==> src/rtl/dst_pipe_tracker_pkg.sv <==
// Shared encodings for the destination/hazard tracker.
package dst_pipe_tracker_pkg;

  // Default width of Tnew/Tuse fields.
  localparam int DEF_TNEW_W = 2;

  // How the D-stage destination register is chosen.
  typedef enum logic [1:0] {
    REGDST_RT   = 2'd0,
    REGDST_RD   = 2'd1,
    REGDST_LINK = 2'd2,
    REGDST_NONE = 2'd3
  } regdst_e;

  // Source of an operand at D.
  typedef enum logic [1:0] {
    FWD_RF = 2'd0,
    FWD_E  = 2'd1,
    FWD_M  = 2'd2,
    FWD_W  = 2'd3
  } fwd_e;

endpackage

==> src/rtl/dst_pipe_tracker_if.sv <==
// Bundle of D-stage inputs and tracked-state outputs of the tracker.
interface dst_pipe_tracker_if
  import dst_pipe_tracker_pkg::*;
#(
  parameter int ADDR_W = 5,
  parameter int TNEW_W = DEF_TNEW_W
);
  logic [31:0]       ir_d;
  logic [1:0]        regdst;
  logic [TNEW_W-1:0] tnew_d;
  logic [ADDR_W-1:0] rs_d;
  logic [ADDR_W-1:0] rt_d;
  logic [TNEW_W-1:0] tuse_rs;
  logic [TNEW_W-1:0] tuse_rt;
  logic              stall;
  logic [ADDR_W-1:0] a3_e;
  logic [ADDR_W-1:0] a3_m;
  logic [ADDR_W-1:0] a3_w;
  logic              we_w;
  logic [TNEW_W-1:0] tnew_e;
  logic [TNEW_W-1:0] tnew_m;
  logic              stall_req;
  logic [1:0]        fwd_rs;
  logic [1:0]        fwd_rt;

  // Pipeline control side: supplies the D-stage view, consumes hazard info.
  modport master (
    output ir_d, regdst, tnew_d, rs_d, rt_d, tuse_rs, tuse_rt, stall,
    input  a3_e, a3_m, a3_w, we_w, tnew_e, tnew_m, stall_req, fwd_rs, fwd_rt
  );

  // Tracker side.
  modport slave (
    input  ir_d, regdst, tnew_d, rs_d, rt_d, tuse_rs, tuse_rt, stall,
    output a3_e, a3_m, a3_w, we_w, tnew_e, tnew_m, stall_req, fwd_rs, fwd_rt
  );
endinterface

==> src/rtl/dst_pipe_tracker_stage_reg.sv <==
// One pipeline slot holding {a3, tnew}; optional bubble and Tnew countdown.
module dst_stage_reg
  import dst_pipe_tracker_pkg::*;
#(
  parameter int ADDR_W   = 5,
  parameter int TNEW_W   = DEF_TNEW_W,
  parameter bit DEC      = 1'b0,  // count Tnew down by one on the way in
  parameter bit HAS_TNEW = 1'b1   // last stage: Tnew is known to be 0
) (
  input  logic              clk,
  input  logic              i_rst_n,
  input  logic              i_bubble,
  input  logic [ADDR_W-1:0] i_a3,
  input  logic [TNEW_W-1:0] i_tnew,
  output logic [ADDR_W-1:0] o_a3,
  output logic [TNEW_W-1:0] o_tnew
);
  logic [ADDR_W-1:0] r_a3;

  // Destination slot: a bubble loads the "no write" address.
  always_ff @(posedge clk or negedge i_rst_n) begin
    if (!i_rst_n) r_a3 <= '0;
    else          r_a3 <= i_bubble ? '0 : i_a3;
  end

  assign o_a3 = r_a3;

  generate
    if (HAS_TNEW) begin : g_tnew
      logic [TNEW_W-1:0] r_tnew;
      logic [TNEW_W-1:0] w_tnew_next;

      // A non-writing entry never has an outstanding result.
      always_comb begin
        w_tnew_next = '0;
        if (!i_bubble && (i_a3 != '0)) begin
          if (DEC) w_tnew_next = (i_tnew != '0) ? i_tnew - TNEW_W'(1) : '0;
          else     w_tnew_next = i_tnew;
        end
      end

      // Tnew slot.
      always_ff @(posedge clk or negedge i_rst_n) begin
        if (!i_rst_n) r_tnew <= '0;
        else          r_tnew <= w_tnew_next;
      end

      assign o_tnew = r_tnew;
    end else begin : g_no_tnew
      logic w_tnew_unused;
      assign w_tnew_unused = ^i_tnew;
      assign o_tnew        = '0;
    end
  endgenerate
endmodule

==> src/rtl/dst_pipe_tracker.sv <==
// Destination-register tracker: A3 decode, E/M/W {a3,tnew} pipeline,
// D-stage stall request and forward selects.
module dst_pipe_tracker
  import dst_pipe_tracker_pkg::*;
#(
  parameter int ADDR_W   = 5,
  parameter int RT_LSB   = 16,
  parameter int RD_LSB   = 11,
  parameter int LINK_REG = 31,
  parameter int TNEW_W   = DEF_TNEW_W
) (
  input  logic              clk,
  input  logic              reset,
  dst_pipe_tracker_if.slave bus
);
  logic [ADDR_W-1:0] w_a3_d, w_a3_e, w_a3_m, w_a3_w;
  logic [TNEW_W-1:0] w_tnew_e, w_tnew_m, w_tnew_w;
  logic              w_haz_rs, w_haz_rt;
  fwd_e              w_fwd_rs, w_fwd_rt;

  // Stall when a matching E/M producer will not have its result by the time
  // the consumer needs it.
  function automatic logic hazard(
    input logic [ADDR_W-1:0] s,   input logic [TNEW_W-1:0] u,
    input logic [ADDR_W-1:0] a3e, input logic [TNEW_W-1:0] te,
    input logic [ADDR_W-1:0] a3m, input logic [TNEW_W-1:0] tm
  );
    return (s != '0) && (((a3e == s) && (te > u)) || ((a3m == s) && (tm > u)));
  endfunction

  // Nearest matching stage wins; if its result is not ready yet the older
  // stages hold stale data, so fall back to the regfile (stall covers it).
  function automatic fwd_e fwd_sel(
    input logic [ADDR_W-1:0] s,
    input logic [ADDR_W-1:0] a3e, input logic [TNEW_W-1:0] te,
    input logic [ADDR_W-1:0] a3m, input logic [TNEW_W-1:0] tm,
    input logic [ADDR_W-1:0] a3w, input logic [TNEW_W-1:0] tw
  );
    if (s == '0)      return FWD_RF;
    else if (a3e == s) return (te == '0) ? FWD_E : FWD_RF;
    else if (a3m == s) return (tm == '0) ? FWD_M : FWD_RF;
    else if (a3w == s) return (tw == '0) ? FWD_W : FWD_RF;
    else               return FWD_RF;
  endfunction

  // Destination decode from the D-stage instruction word.
  always_comb begin
    w_a3_d = '0;
    case (regdst_e'(bus.regdst))
      REGDST_RT:   w_a3_d = bus.ir_d[RT_LSB +: ADDR_W];
      REGDST_RD:   w_a3_d = bus.ir_d[RD_LSB +: ADDR_W];
      REGDST_LINK: w_a3_d = ADDR_W'(LINK_REG);
      default:     w_a3_d = '0;
    endcase
  end

  dst_stage_reg #(.ADDR_W(ADDR_W), .TNEW_W(TNEW_W), .DEC(1'b0), .HAS_TNEW(1'b1)) u_stage_e (
    .clk(clk), .i_rst_n(reset), .i_bubble(bus.stall),
    .i_a3(w_a3_d), .i_tnew(bus.tnew_d), .o_a3(w_a3_e), .o_tnew(w_tnew_e)
  );

  dst_stage_reg #(.ADDR_W(ADDR_W), .TNEW_W(TNEW_W), .DEC(1'b1), .HAS_TNEW(1'b1)) u_stage_m (
    .clk(clk), .i_rst_n(reset), .i_bubble(1'b0),
    .i_a3(w_a3_e), .i_tnew(w_tnew_e), .o_a3(w_a3_m), .o_tnew(w_tnew_m)
  );

  dst_stage_reg #(.ADDR_W(ADDR_W), .TNEW_W(TNEW_W), .DEC(1'b1), .HAS_TNEW(1'b0)) u_stage_w (
    .clk(clk), .i_rst_n(reset), .i_bubble(1'b0),
    .i_a3(w_a3_m), .i_tnew(w_tnew_m), .o_a3(w_a3_w), .o_tnew(w_tnew_w)
  );

  assign w_haz_rs = hazard(bus.rs_d, bus.tuse_rs, w_a3_e, w_tnew_e, w_a3_m, w_tnew_m);
  assign w_haz_rt = hazard(bus.rt_d, bus.tuse_rt, w_a3_e, w_tnew_e, w_a3_m, w_tnew_m);
  assign w_fwd_rs = fwd_sel(bus.rs_d, w_a3_e, w_tnew_e, w_a3_m, w_tnew_m, w_a3_w, w_tnew_w);
  assign w_fwd_rt = fwd_sel(bus.rt_d, w_a3_e, w_tnew_e, w_a3_m, w_tnew_m, w_a3_w, w_tnew_w);

  assign bus.a3_e      = w_a3_e;
  assign bus.a3_m      = w_a3_m;
  assign bus.a3_w      = w_a3_w;
  assign bus.we_w      = (w_a3_w != '0);
  assign bus.tnew_e    = w_tnew_e;
  assign bus.tnew_m    = w_tnew_m;
  assign bus.stall_req = w_haz_rs | w_haz_rt;
  assign bus.fwd_rs    = w_fwd_rs;
  assign bus.fwd_rt    = w_fwd_rt;
endmodule
==> src/flat_wrapper.sv <==
// flat-port wrapper written by rule: the top's interface ports become plain ports
module dst_pipe_tracker_flat import dst_pipe_tracker_pkg::*;
#(
  parameter int ADDR_W   = 5,
  parameter int RT_LSB   = 16,
  parameter int RD_LSB   = 11,
  parameter int LINK_REG = 31,
  parameter int TNEW_W   = DEF_TNEW_W
)
  (clk, reset, bus_ir_d, bus_regdst, bus_tnew_d, bus_rs_d, bus_rt_d, bus_tuse_rs, bus_tuse_rt, bus_stall, bus_a3_e, bus_a3_m, bus_a3_w, bus_we_w, bus_tnew_e, bus_tnew_m, bus_stall_req, bus_fwd_rs, bus_fwd_rt);
  dst_pipe_tracker_if #(.ADDR_W(ADDR_W), .TNEW_W(TNEW_W)) bus_i ();
  input  logic clk;
  input  logic reset;
  input wire logic [$bits(bus_i.ir_d)-1:0] bus_ir_d;
  input wire logic [$bits(bus_i.regdst)-1:0] bus_regdst;
  input wire logic [$bits(bus_i.tnew_d)-1:0] bus_tnew_d;
  input wire logic [$bits(bus_i.rs_d)-1:0] bus_rs_d;
  input wire logic [$bits(bus_i.rt_d)-1:0] bus_rt_d;
  input wire logic [$bits(bus_i.tuse_rs)-1:0] bus_tuse_rs;
  input wire logic [$bits(bus_i.tuse_rt)-1:0] bus_tuse_rt;
  input wire logic [$bits(bus_i.stall)-1:0] bus_stall;
  output wire logic [$bits(bus_i.a3_e)-1:0] bus_a3_e;
  output wire logic [$bits(bus_i.a3_m)-1:0] bus_a3_m;
  output wire logic [$bits(bus_i.a3_w)-1:0] bus_a3_w;
  output wire logic [$bits(bus_i.we_w)-1:0] bus_we_w;
  output wire logic [$bits(bus_i.tnew_e)-1:0] bus_tnew_e;
  output wire logic [$bits(bus_i.tnew_m)-1:0] bus_tnew_m;
  output wire logic [$bits(bus_i.stall_req)-1:0] bus_stall_req;
  output wire logic [$bits(bus_i.fwd_rs)-1:0] bus_fwd_rs;
  output wire logic [$bits(bus_i.fwd_rt)-1:0] bus_fwd_rt;
  assign bus_i.ir_d = bus_ir_d;
  assign bus_i.regdst = bus_regdst;
  assign bus_i.tnew_d = bus_tnew_d;
  assign bus_i.rs_d = bus_rs_d;
  assign bus_i.rt_d = bus_rt_d;
  assign bus_i.tuse_rs = bus_tuse_rs;
  assign bus_i.tuse_rt = bus_tuse_rt;
  assign bus_i.stall = bus_stall;
  assign bus_a3_e = bus_i.a3_e;
  assign bus_a3_m = bus_i.a3_m;
  assign bus_a3_w = bus_i.a3_w;
  assign bus_we_w = bus_i.we_w;
  assign bus_tnew_e = bus_i.tnew_e;
  assign bus_tnew_m = bus_i.tnew_m;
  assign bus_stall_req = bus_i.stall_req;
  assign bus_fwd_rs = bus_i.fwd_rs;
  assign bus_fwd_rt = bus_i.fwd_rt;
  dst_pipe_tracker #(.ADDR_W(ADDR_W), .RT_LSB(RT_LSB), .RD_LSB(RD_LSB), .LINK_REG(LINK_REG), .TNEW_W(TNEW_W)) u_core (.clk(clk), .reset(reset), .bus(bus_i));
endmodule
==> config.mk <==
export PLATFORM = sky130hd
export DESIGN_NAME = dst_pipe_tracker_flat
export DESIGN_NICKNAME = d
export VERILOG_FILES = /design/src/rtl/dst_pipe_tracker_pkg.sv /design/src/rtl/dst_pipe_tracker_if.sv /design/src/rtl/dst_pipe_tracker_stage_reg.sv /design/src/rtl/dst_pipe_tracker.sv /design/src/flat_wrapper.sv
export SDC_FILE = /design/constraint.sdc
export NUM_CORES = 1
export LEC_CHECK = 0
export ABC_AREA = 1
export CAP_MARGIN = 25
export CORE_MARGIN = 2
export CORE_UTILIZATION = 43
export DETAILED_ROUTE_END_ITERATION = 8
export HOLD_SLACK_MARGIN = 0.15
export PLACE_DENSITY = 0.84
export SYNTH_ARGS = -nofsm -noshare
export SYNTH_HDL_FRONTEND = slang
export SYNTH_SLANG_ARGS = --single-unit
export TNS_END_PERCENT = 5
==> constraint.sdc <==
create_clock -name clk -period 4 [get_ports clk]
set_input_delay 0.8 -clock clk [delete_from_list [all_inputs] [get_ports clk]]
set_output_delay 0.8 -clock clk [all_outputs]
set_load 0.02 [all_outputs]
# Word-level counts from Yosys, hierarchy flattened
# Index checks and enable logic that the tools add are counted.
[word_totals]
ff_bits = 19
latch_bits = 0
mem_bits_rw = 0
rom_bits = 0
in_bits = 53
n_memories = 0
[op_classes]
n_addsub = 1
multipliers = 0
div = 0
n_lt_le_gt_ge = 4
eq_ne = 8
shifts = 0
muxes = 15
bitwise_logic = 1
n_reduce_logical = 21
[op_table]
columns = ["cell", "n"]
rows = [
  ["$eq 5x5->1", 6],
  ["$reduce_bool 5->1", 5],
  ["$mux 2", 12],
  ["$pmux 5 s3", 1],
  ["$logic_not 5->1", 2],
  ["$gt 2x2->1", 4],
  ["$logic_and 1x1->1", 7],
  ["$logic_not 2->1", 3],
  ["$mux 5", 1],
  ["$eq 2x1->1 const B", 1],
  ["$eq 2x2->1 const B", 1],
  ["$logic_or 1x1->1", 2],
  ["$reduce_bool 2->1", 1],
  ["$sub 2x1->2 const B", 1],
  ["$logic_not 1->1", 1],
  ["$mux 1", 1],
  ["$or 1x1->1", 1],
]

# Logic depth before layout (Yosys ltp)
[logic_depth]
depth_word = 5
mapped_depth = 9
ltp_nobuf = 9

# Hierarchy
# From an unflattened synthesis, not the netlist that was laid out.
[unflattened]
cells_unflattened = 296
area_unflattened_um2 = 1705.4
[modules_own_cells]
columns = ["mod", "n_inst", "cells_per_inst", "area_per_inst_um2", "seq_area_each_um2"]
rows = [
  ["dst_pipe_tracker", 1, 225, 1024.7, 0.0],
  ["dst_stage_reg at u_core.u_stage_m", 1, 27, 251.5, 175.2],
  ["dst_stage_reg at u_core.u_stage_e", 1, 26, 247.7, 175.2],
  ["dst_stage_reg at u_core.u_stage_w", 1, 18, 181.4, 125.1],
]

# Worst setup path after synthesis
# Ideal clock, no wire load.
[synth_timing]
path_type = "input to output"
from = "input bus_tuse_rt[1]"
to = "output bus_stall_req"
arrival_ps = 1682
required_ps = 3200
slack_ps = 1518
cell_stages = 8
path_cell_list = "inv_1 > ha_1 > nand2_1 > a21boi_0 > nand4_1 > nand2_1 > nand2_1 > nand2_1"
[synth_between]
elab_chain_len = 5
[synth_lines]
columns = ["item", "line", "rtl"]
rows = [
  ["start: declaration", "flat_wrapper.sv:20", "input wire logic [$bits(bus_i.tuse_rt)-1:0] bus_tuse_rt;"],
  ["$gt 2x2->1", "dst_pipe_tracker.sv:28", "return (s != '0) && (((a3e == s) && (te > u)) || ((a3m == s) && (tm > u)));"],
  ["$logic_and 1x1->1", "dst_pipe_tracker.sv:28", ""],
  ["$logic_or 1x1->1 *", "dst_pipe_tracker.sv:28", ""],
  ["$logic_and 1x1->1 *", "dst_pipe_tracker.sv:28", ""],
  ["$or 1x1->1 *", "dst_pipe_tracker.sv:83", "assign bus.stall_req = w_haz_rs | w_haz_rt;"],
  ["end: declaration", "flat_wrapper.sv:28", "output wire logic [$bits(bus_i.stall_req)-1:0] bus_stall_req;"],
]
# Mark *: on every way between the ends. The rest lies on a longest branch, timed or not.

# Final worst setup path
[layout_timing]
from = "input bus_tuse_rs[1]"
to = "output bus_stall_req"
[layout_between]
elab_chain_len = 5
[layout_lines]
columns = ["item", "line", "rtl"]
rows = [
  ["start: declaration", "flat_wrapper.sv:19", "input wire logic [$bits(bus_i.tuse_rs)-1:0] bus_tuse_rs;"],
  ["$gt 2x2->1", "dst_pipe_tracker.sv:28", ""],
  ["$logic_and 1x1->1", "dst_pipe_tracker.sv:28", ""],
  ["$logic_or 1x1->1 *", "dst_pipe_tracker.sv:28", ""],
  ["$logic_and 1x1->1 *", "dst_pipe_tracker.sv:28", ""],
  ["$or 1x1->1 *", "dst_pipe_tracker.sv:83", ""],
]
# Marked as above.

==> summary.json <==
{
  "timing.final.crit_share": {"value": 88.4, "unit": "%"},
  "die_width": {"value": 63.9, "unit": "um"},
  "floorplan.rows": {"value": 21},
  "fin_nets": {"value": 351},
  "synth_seq_area_share": {"value": 30.8, "unit": "%"},
  "cp.arrival": {"value": 2740, "unit": "ps"},
  "fin_setup_tns": {"value": 0, "unit": "ps"},
  "cellLeakagePower": {"value": 1.08, "unit": "nW"},
  "cpLargestDelayFamily": {"value": "buffers and inverters"},
  "area_delta_synth_final": {"value": 41.1, "unit": "%"},
  "drive_above_1_share": {"value": 10.0, "unit": "%"},
  "multi_input_area": {"value": 923, "unit": "um2"},
  "vias_per_cell": {"value": 4.80},
  "timing.hold.worst.class": {"value": "reg2reg"},
  "hold_viol_final": {"value": 0},
  "cts.hold.buffers_added": {"value": 0},
  "cts.reportedPaths.clkPinSlew": {"value": 100, "unit": "ps"},
  "detailroute.via_count": {"value": 1607},
  "antennaDiodeCount": {"value": 0},
  "wl_per_cell": {"value": 11.2, "unit": "um"},
  "start_kind": {"value": "input port"},
  "setup_viol_count_final": {"value": 0},
  "timing.critical_path.fanout_max": {"value": 2},
  "hpwlAfterDp": {"value": 3240, "unit": "um"},
  "critical_path.slowest_cell": {"value": "sky130_fd_sc_hd__clkdlybuf4s50_1"},
  "grt_setup_unrepaired": {"value": "no"},
  "worstPathCellList": {"value": "clkdlybuf4s50_1 > inv_1 > ha_1 > nand2_1 > a21boi_0 > nand4_1 > nand2_1 > nand2_1 > nand2_1 > clkdlybuf4s50_1"},
  "post_cts_resize_count": {"value": 0},
  "die_area": {"value": 0.00409, "unit": "mm2"},
  "drcViolationCount": {"value": 0},
  "antenna_found_initial": {"value": 0},
  "stdcell_area": {"value": 0.00218, "unit": "mm2"},
  "tritoncts": {"value": "built"},
  "post-cts-setup-buffers": {"value": 0},
  "synthCells": {"value": 230},
  "floorplan.initialDensity": {"value": 45.6, "unit": "%"},
  "cts_buffer_depth": {"value": 2},
  "cts_root_buf": {"value": "sky130_fd_sc_hd__clkbuf_4"},
  "seq_area": {"value": 475, "unit": "um2"},
  "finalMaxSlewViolations": {"value": 0},
  "mostFrequentLayoutCells": {"value": "sky130_fd_sc_hd__nand2_1 (81), sky130_fd_sc_hd__clkdlybuf4s50_1 (55), sky130_fd_sc_hd__inv_1 (32)"},
  "placedInstanceArea": {"value": 0.00215, "unit": "mm2"},
  "clkLatencyLatePin": {"value": 300, "unit": "ps"},
  "worstSetupPathType": {"value": "in2out"},
  "crit_end_element": {"value": "primary output"},
  "detail-route-antenna-nets": {"value": 0},
  "grt_pass1_vias": {"value": 1524},
  "die_height": {"value": 63.9, "unit": "um"},
  "holdWs": {"value": 464, "unit": "ps"},
  "status": {"value": "finished clean"},
  "globalRoute.totalOverflow": {"value": 0},
  "ys.warnings.count": {"value": 0},
  "totalWireLength": {"value": 3760, "unit": "um"},
  "pin_count_of_the_biggest_net_entering_global_routing": {"value": 20},
  "synthesis.area": {"value": 0.00155, "unit": "mm2"},
  "dp_slack": {"value": 448, "unit": "ps"},
  "cts-htree-levels": {"value": 1},
  "max_slew.worst_pin.slew": {"value": 799, "unit": "ps"},
  "synth.distinct_cells": {"value": 25},
  "cts-buffers-inserted": {"value": 3},
  "timing.fmax": {"value": 283, "unit": "MHz"},
  "placement.io_buffers": {"value": 55},
  "fill_cell_instance_count_of_the_final_layout": {"value": 312},
  "layout.cells.most_common": {"value": "sky130_fd_sc_hd__nand2_1"},
  "maximum_resistive_drop_on_vdd": {"value": 0.000160, "unit": "V"},
  "worst_path_largest_cell_delay": {"value": 590, "unit": "ps"},
  "fp.coreArea": {"value": 0.00339, "unit": "mm2"},
  "synth-seq-cells": {"value": 19},
  "cap_violations": {"value": 0},
  "crit_path_frequent_cell": {"value": "sky130_fd_sc_hd__nand2_1"},
  "final_period_demand_of_the_worst_path": {"value": 3540, "unit": "ps"},
  "syn-mean-instance-area": {"value": 6.72, "unit": "um2"},
  "setup_slack": {"value": 463, "unit": "ps"},
  "grt_first_pass_wirelength": {"value": 6510, "unit": "um"},
  "initialDrtViolationCount": {"value": 100},
  "routabilityCongestion": {"value": 0.880},
  "track_usage": {"value": 19.9, "unit": "%"},
  "synth_nets": {"value": 291},
  "slew_headroom": {"value": 46.5, "unit": "%"},
  "clock_sink_count": {"value": 19},
  "timing.critical_path.buf_inv": {"value": 3},
  "finalClockSkew": {"value": 4.66, "unit": "ps"},
  "detailedRoute.firstPassIterationCount": {"value": 4},
  "power_density": {"value": 239, "unit": "mW/mm2"},
  "num_io_pins": {"value": 78},
  "crit_required": {"value": 3200, "unit": "ps"}
}
per-layer routing:
layer  GRT usage (%)  up-vias  share of wire [%]
li1                -      837                  -
met1            24.0      713                 42
met2            35.3       51                 50
met3            2.99        6                6.4
met4            7.88        0                1.4
met5               0        -                  0
per-stage QoR:
stage,util (%),std cells,power (mW)
3_3_place_gp,63.5,331,0.426
2_1_floorplan,-,230,0.334
4_1_cts,64.3,335,0.529
5_1_grt,64.3,335,0.560
6_report,64.3,335,0.521
3_5_place_dp,63.5,331,0.431
layout make-up:
class	count	share of cell area, %
clock buffer	3	1.03
multi-input combinational	172	42.3
tap	46	2.64
sequential	19	21.8
inverter	39	6.71
clock inverter	1	0.229
timing repair buffer	55	25.2
Yosys cell counts:
library cell / instances / area, um2
sky130_fd_sc_hd__a21boi_0: 3 / 22.5
sky130_fd_sc_hd__a21oi_1: 4 / 20.0
sky130_fd_sc_hd__a21oi_2: 1 / 8.76
sky130_fd_sc_hd__dfrtp_1: 19 / 475
sky130_fd_sc_hd__ha_1: 8 / 100
sky130_fd_sc_hd__inv_1: 32 / 120
sky130_fd_sc_hd__inv_2: 7 / 26.3
sky130_fd_sc_hd__nand2_1: 81 / 304
sky130_fd_sc_hd__nand2_2: 3 / 18.8
sky130_fd_sc_hd__nand3_1: 11 / 55.1
sky130_fd_sc_hd__nand3_2: 2 / 20.0
sky130_fd_sc_hd__nand3b_1: 2 / 15.0
sky130_fd_sc_hd__nand4_1: 6 / 37.5
sky130_fd_sc_hd__nor2_1: 19 / 71.3
sky130_fd_sc_hd__nor2_2: 2 / 12.5
sky130_fd_sc_hd__nor2_4: 2 / 22.5
sky130_fd_sc_hd__nor3_1: 4 / 20.0
sky130_fd_sc_hd__o21ai_0: 2 / 10.0
sky130_fd_sc_hd__o21ai_1: 2 / 10.0
sky130_fd_sc_hd__o21ai_2: 5 / 43.8
sky130_fd_sc_hd__o21bai_2: 1 / 11.3
sky130_fd_sc_hd__or2_2: 1 / 6.26
sky130_fd_sc_hd__or2_4: 1 / 8.76
sky130_fd_sc_hd__xnor2_1: 10 / 87.6
sky130_fd_sc_hd__xor2_1: 2 / 17.5
cell families after synthesis:
kind of cell	share of synthesized area [%]
and+or+nand+nor	38.3
buffers and inverters	9.47
DFF	30.8
AOI/OAI and AO/OA	8.18
xor gates and xnor gates	6.80
adders and majority gates	6.48
sequential cells by signal (all words and copies together) (netlist names):
signal	count
u_core.u_stage_w.o_a3	5
u_core.u_stage_e.o_a3	5
u_core.u_stage_m.o_a3	5
u_core.u_stage_m.o_tnew	2
u_core.u_stage_e.o_tnew	2
worst reg2reg max path, stage by stage, from the launching register on:
cell and delay [ps]:
sky130_fd_sc_hd__dfrtp_1 460, sky130_fd_sc_hd__nor3_1 230, sky130_fd_sc_hd__nand3_1 150, sky130_fd_sc_hd__nand3_1 100
sky130_fd_sc_hd__inv_1 40
path summary, 6_finish.rpt:
kind,startpoint,endpoint,slack [ps],depth (start not counted)
worst max-delay path,bus_tuse_rs[1],bus_stall_req,460,10
worst min-delay path,u_core.u_stage_m.o_a3[2],u_core.u_stage_w.o_a3[2],460,0
worst max register to register,u_core.u_stage_e.o_a3[3],u_core.u_stage_m.o_tnew[0],2930,4
worst min register to register,u_core.u_stage_m.o_a3[2],u_core.u_stage_w.o_a3[2],460,0
max in group asynchronous,reset,u_core.u_stage_m.o_a3[1],2550,1
min in group asynchronous,reset,u_core.u_stage_m.o_tnew[0],950,1
power breakdown:
group | switching [mW] | internal, mW
registers | 0.0184 | 0.204
clock network | 0.0571 | 0.0373
logic | 0.108 | 0.0964
(Power assumes the default switching activity.)
